===== src/rtl/mips_mux_pkg.sv =====
// Shared select encodings for the MIPS datapath multiplexers.
// Select codes are binary, not one-hot.
package mips_mux_pkg;

    typedef logic [1:0] sel_t;

    localparam sel_t SEL_0 = 2'd0;
    localparam sel_t SEL_1 = 2'd1;
    localparam sel_t SEL_2 = 2'd2;
    localparam sel_t SEL_3 = 2'd3;

endpackage : mips_mux_pkg


===== src/rtl/mux4to1_if.sv =====
// Data/select bundle for a 4-input datapath multiplexer.
// The slave side is the mux; the master side drives the candidates and select.
interface mux4to1_if #(
    parameter int unsigned size = 32
);
    import mips_mux_pkg::*;

    logic [size-1:0] data0_i;
    logic [size-1:0] data1_i;
    logic [size-1:0] data2_i;
    logic [size-1:0] data3_i;
    sel_t            select_i;
    logic [size-1:0] data_o;
    logic [size-1:0] data_q_o;
    sel_t            select_q_o;

    modport master (
        output data0_i, data1_i, data2_i, data3_i, select_i,
        input  data_o, data_q_o, select_q_o
    );

    modport slave (
        input  data0_i, data1_i, data2_i, data3_i, select_i,
        output data_o, data_q_o, select_q_o
    );

endinterface : mux4to1_if


===== src/rtl/mux4to1_core.sv =====
// Purely combinational 4:1 selector, bit-exact and reset-independent.
module mux4to1_core
    import mips_mux_pkg::*;
#(
    parameter int unsigned size = 32
) (
    input  logic [size-1:0] data0_i,
    input  logic [size-1:0] data1_i,
    input  logic [size-1:0] data2_i,
    input  logic [size-1:0] data3_i,
    input  sel_t            select_i,
    output logic [size-1:0] data_o
);

    always_comb begin
        data_o = '0;
        case (select_i)
            SEL_0:   data_o = data0_i;
            SEL_1:   data_o = data1_i;
            SEL_2:   data_o = data2_i;
            // Code 3 is the default arm; an unknown select propagates X in simulation only.
            default: data_o = ((^select_i) === 1'bx) ? {size{1'bx}} : data3_i;
        endcase
    end

endmodule : mux4to1_core


===== src/rtl/mux4to1.sv =====
// 4:1 datapath mux with a combinational output plus a registered copy of
// the result and select for pipeline-stage consumers.
module mux4to1
    import mips_mux_pkg::*;
#(
    parameter int unsigned size = 32
) (
    input  logic        clk_i,
    input  logic        rst_i,
    mux4to1_if.slave    bus
);

    logic [size-1:0] data_d;
    logic [size-1:0] data_q;
    sel_t            select_d;
    sel_t            select_q;

    mux4to1_core #(
        .size (size)
    ) u_core (
        .data0_i  (bus.data0_i),
        .data1_i  (bus.data1_i),
        .data2_i  (bus.data2_i),
        .data3_i  (bus.data3_i),
        .select_i (bus.select_i),
        .data_o   (data_d)
    );

    assign select_d = bus.select_i;

    always_ff @(posedge clk_i or posedge rst_i) begin
        if (rst_i) begin
            data_q   <= '0;
            select_q <= SEL_0;
        end else begin
            data_q   <= data_d;
            select_q <= select_d;
        end
    end

    assign bus.data_o     = data_d;
    assign bus.data_q_o   = data_q;
    assign bus.select_q_o = select_q;

endmodule : mux4to1


===== src/flat_wrapper.sv =====
// flat-port wrapper written by rule: the top's interface ports become plain ports
module mux4to1_flat import mips_mux_pkg::*;
#(
    parameter int unsigned size = 32
)
  (clk_i, rst_i, bus_data0_i, bus_data1_i, bus_data2_i, bus_data3_i, bus_select_i, bus_data_o, bus_data_q_o, bus_select_q_o);
  mux4to1_if #(.size(size)) bus_i ();
  input  logic clk_i;
  input  logic rst_i;
  input wire logic [$bits(bus_i.data0_i)-1:0] bus_data0_i;
  input wire logic [$bits(bus_i.data1_i)-1:0] bus_data1_i;
  input wire logic [$bits(bus_i.data2_i)-1:0] bus_data2_i;
  input wire logic [$bits(bus_i.data3_i)-1:0] bus_data3_i;
  input wire logic [$bits(bus_i.select_i)-1:0] bus_select_i;
  output wire logic [$bits(bus_i.data_o)-1:0] bus_data_o;
  output wire logic [$bits(bus_i.data_q_o)-1:0] bus_data_q_o;
  output wire logic [$bits(bus_i.select_q_o)-1:0] bus_select_q_o;
  assign bus_i.data0_i = bus_data0_i;
  assign bus_i.data1_i = bus_data1_i;
  assign bus_i.data2_i = bus_data2_i;
  assign bus_i.data3_i = bus_data3_i;
  assign bus_i.select_i = bus_select_i;
  assign bus_data_o = bus_i.data_o;
  assign bus_data_q_o = bus_i.data_q_o;
  assign bus_select_q_o = bus_i.select_q_o;
  mux4to1 #(.size(size)) u_core (.clk_i(clk_i), .rst_i(rst_i), .bus(bus_i));
endmodule

===== config.mk =====
export PLATFORM = sky130hd
export DESIGN_NAME = mux4to1_flat
export DESIGN_NICKNAME = d
export VERILOG_FILES = /design/src/rtl/mips_mux_pkg.sv /design/src/rtl/mux4to1_if.sv /design/src/rtl/mux4to1_core.sv /design/src/rtl/mux4to1.sv /design/src/flat_wrapper.sv
export SDC_FILE = /design/constraint.sdc
export NUM_CORES = 1
export LEC_CHECK = 0
export CAP_MARGIN = 20
export CORE_ASPECT_RATIO = 1.75
export CORE_UTILIZATION = 27
export DETAILED_ROUTE_END_ITERATION = 16
export HOLD_SLACK_MARGIN = 0.05
export PLACE_DENSITY = 0.81
export SYNTH_ARGS = -nofsm -noshare
export SYNTH_HDL_FRONTEND = slang
export SYNTH_SLANG_ARGS = --single-unit
export TNS_END_PERCENT = 50

===== constraint.sdc =====
create_clock -name clk_i -period 1.7 [get_ports clk_i]
set_input_delay 0.34 -clock clk_i [delete_from_list [all_inputs] [get_ports clk_i]]
set_output_delay 0.34 -clock clk_i [all_outputs]
set_load 0.02 [all_outputs]

# Yosys cells after proc, flatten, opt, wreduce, memory -nomap -nowiden

Index checks and enable logic that the tools add are counted.

Equality and inequality tests: 3
Multiplexer cells: 2
Reduce and logical (&&, ||, !) cells: 2

Operators by type and width:

| kind                                           | number |
|---|---|
| one-hot mux 32 bit (3 select lines)            | 1 |
| 2-to-1 mux 32 bit                              | 1 |
| == test 2 x 1 -> 1 bit (second input constant) | 1 |
| == test 2 bit (second input constant)          | 1 |
| logical NOT 2 bit                              | 1 |
| XOR reduction 2 bit                            | 1 |
| === test 1 bit (second input constant)         | 1 |

Register bits: 34
Input bits: 132
Output and inout bits: 66
Word-level logic and storage cells: 9

# Logic depth before layout (Yosys ltp)

Word-level depth: 4
Mapped depth: 3
Gate-level depth less buffers: 1

# Modules after synthesis

From an unflattened synthesis, not the netlist that was laid out.

Cells, all modules: 74
Area, all modules: 1,669.1 um^2

Modules (own cells, without submodules):

| module       | instances | cells an instance | area each (um^2) | sequential area each (um^2) |
|---|---|---|---|---|
| mux4to1      | 1         | 35                | 854.6            | 850.8 |
| mux4to1_core | 1         | 39                | 814.5            | 0.0 |

# Worst setup path before layout

No wires, ideal clock.

Path type: input-to-output
From: input port bus_select_i[0]
To: output port bus_data_o[0]
Arrival time: 1.176 ns
Data required time: 1.360 ns
Path slack: 0.184 ns
Stages: 3
Buffers on the path: 2
Cells stage by stage: buf_6 -> buf_12 -> mux4_2

Longest elaborated chain between the ends: 2
Elaborated cells between the ends (all ways): 4
Classes of those cells: eq/ne: 2; mux: 1; reduce/logical: 1

RTL lines:

| element                               | RTL line           | RTL |
|---|---|---|
| start: declaration                    | flat_wrapper.sv:14 | `input wire logic [$bits(bus_i.select_i)-1:0] bus_select_i;` |
| == test 2 bit (tied with other cells) | mux4to1_core.sv:17 | `case (select_i)` |
| one-hot mux 32 bit (3 select lines) * | mux4to1_core.sv:17 |  |
| end: declaration                      | flat_wrapper.sv:15 | `output wire logic [$bits(bus_i.data_o)-1:0] bus_data_o;` |

Every way passes the cells marked *; elsewhere a longest branch is shown, timed or not.

# Worst setup path in the final report

From: input port bus_data0_i[18]
To: output port bus_data_o[18]

Longest elaborated chain between the ends: 1

RTL lines:

| element                             | RTL line           | RTL |
|---|---|---|
| start: declaration                  | flat_wrapper.sv:10 | `input wire logic [$bits(bus_i.data0_i)-1:0] bus_data0_i;` |
| one-hot mux 32 bit (3 select lines) | mux4to1_core.sv:17 |  |

No other way between the ends.

==> summary.txt <==
GRT
  – Gr usage total: 0.258
  – Grt total ovfl: 0
  – Largest net degree at the start of global routing: 35
  – Antenna violations before repair: 6
  – First-pass GRT wire length: 11300 µm
  – Vias in the first global route: 2100

Clock tree
  – CTS tree: yes
  – Register clock-pin slew on the reported worst setup and hold paths: approximately 60 ps
  – Number of clock sinks: 34
  – Max clock buf depth: 2
  – H-tree depth: 2
  – Num CTS Buffers: 5
  – Root buffer cell: clkbuf_8
  – Hold-fix buffers, CTS: 0

Drt
  – Drt via density: 4.68
  – Via count: ~1800
  – DRT Wirelength: 8110 µm
  – Drt first pass iters: 4
  – Detailed-route DRC error count: 0
  – DR iter-0 viols: 42
  – Detail Route Antenna Nets: 0
  – DR WL/cell: 21.0 µm

Logic synthesis
  – Syn avg cell area: 22.3 µm²
  – Netlist cell types: 8
  – Synth area leader: dfrtp_1
  – Gate Count Post-Synth: 75
  – Area share of the largest cell type after synthesis: 0.509
  – Post-Syn Area: 0.00167 mm²
  – Yosys Warn Count: 0
  – Synth area leaders: dfrtp_1, mux4_2, buf_12
  – Syn_nets: between 200 and 250
  – Register bit total from synthesis: 34
  – Sequential element share of the synthesized area: 0.509

Flow run
  – Maxcap violations: 0

STA
  – RSZ-0062 raised after global routing: yes
  – Final Slew Violations: 0
  – F_max: 582 MHz
  – PnR worst setup slack: -19.5 ps
  – Max_slew headroom: 0.717
  – Final hold vios: 0
  – Setup-failing EPs final: 1
  – Post-layout min period: 1720 ps
  – Min Hold Slack: about 380 ps
  – Worst-Margin Slew: roughly 420 ps
  – Period utilization: 1.01

Final layout
  – Utilization after layout: 0.676
  – Nets@finish: 433
  – Commonest non-fill, non-tap cell in the layout: dlygate4sd2_1
  – Most frequent cells in the layout: dlygate4sd2_1, clkdlybuf4s50_1, dfrtp_1
  – Area growth, synth to finish: 140%
  – Share of layout cells above drive strength 1: 0.341

Pwr
  – NetSw: between 0.7 and 0.8 mW
  – Sw frac: 0.298
  – Power Density: 664 mW/mm²
  – Leakage power: between 1.5 and 2 nW
  – Comb power frac: 0.427
  – Clock power frac: 0.231
  – Internal Pwr Total: 1.87 mW
  – Seq pwr share: 0.343
  – VDD IR max: 366 µV

Floorplan
  – Core ar.: 0.00593 mm²
  – Die H: 106 µm
  – Die width: 61.5 µm
  – Starting Density: 0.282
  – Core Rows: 37
  – Boundary pin count: roughly 200
  – Die Area: 0.00653 mm²

Outcome
  – Outcome: finished, violations left
  – Failing checks: setup timing

Critical path
  – Arrival time worst endpoint: ~1400 ps
  – CP max stage cell: mux4_2
  – Crit path max fanout: 2
  – CP startpoint kind: input pin
  – Crit path kind: in -> out
  – Crit. End Element: primary output
  – Worst Path Required: 1360 ps
  – Max stage delay on crit path: 480 ps
  – Worst path cell trace: clkdlybuf4s50_1, mux4_2, buf_6

Placed design
  – GPL Wtd Cong: 0.908
  – Final HPWL DP: 6610 µm
  – # port buffers: 197

Worst hold path
  – Hold Crit Class: in -> reg
==> layer usage <==
metal	GRT usage	vias to the layer above	routed length, µm	part of all wire
li1	-	774	-	-
met2	0.458	154	4520	0.56
met3	0.0925	18	984	0.12
met4	0.162	0	309	0.038
met1	0.230	862	2300	0.28
met5	0	-	0	0
==> stage by stage <==
stage / area, µm² / instances / setup TNS, ps / setup slack (ps) / power (mW)
6_report: 4010 / 386 / -19.5 / -19.5 / 2.66
3_5_place_dp: 3780 / 356 / -22850 / -727 / 2.05
4_1_cts: 3910 / 378 / -27.3 / -27.3 / 2.66
2_1_floorplan: 1670 / 75 / 0 / 184 / 1.35
5_1_grt: 4010 / 386 / -23.1 / -23.1 / 2.78
3_3_place_gp: 3780 / 356 / -21280 / -695 / 2.03
==> synthesized netlist by cell type (all sizes together) <==
cell / n
dfrtp: 34
mux4: 32
buf: 7
clkbuf: 1
inv: 1
==> worst paths after layout <==
check,from,to,depth (start not counted)
worst min-delay path,bus_select_i[0],u_core.bus.select_q_o[0],2
max in group asynchronous,rst_i,u_core.bus.data_q_o[26],3
min in group asynchronous,rst_i,u_core.bus.data_q_o[10],3
worst max-delay path,bus_data0_i[18],bus_data_o[18],3
==> registers in the layout, indices dropped and copies added (netlist names) <==
| register | flops |
|---|---|
| u_core.bus.data_q_o | 32 |
| u_core.bus.select_q_o | 2 |
==> power by group through the flow <==
stage               sequential, mW  combinational (mW)  clock [mW]
floorplan                     1.03               0.319           0
global placement             0.927                1.11           0
detailed placement           0.929                1.12           0
CTS                          0.913                1.12       0.626
global route                 0.919                1.20       0.665
finish                       0.912                1.13       0.613
==> layout make-up <==
| type | count | area, µm² |
|---|---|---|
| clock inverter | 1 | 5.00 |
| timing repair buffer | 227 | 2230 |
| fill | 506 | 1920 |
| inverter | 1 | 3.75 |
| tap | 78 | 97.6 |
| multi-input combinational | 32 | 721 |
| clock buffer | 7 | 86.3 |
| sequential | 34 | 851 |
| antenna | 6 | 15.0 |
==> critical path: cells and delay by family <==
family | cells | cell delay (ps)
mux | 1 | 480
buf+inv | 2 | 550
==> kinds of logic (layout without fill, tap and decap cells) <==
group                  count (synthesis)  after routing  share of synthesized area
other                                  0              6                          0
flip-flops                            34             34                      0.509
buffers and inverters                  9            236                     0.0561
multiplexers                          32             32                      0.435
==> what timing repair did <==
action                                  4_1_cts  5_1_grt
buffers inserted                             12        0
cloned                                        2        2
gates resized for setup                     321       12
endpoints found under the setup margin       32       22
(Power assumes the default switching activity.)
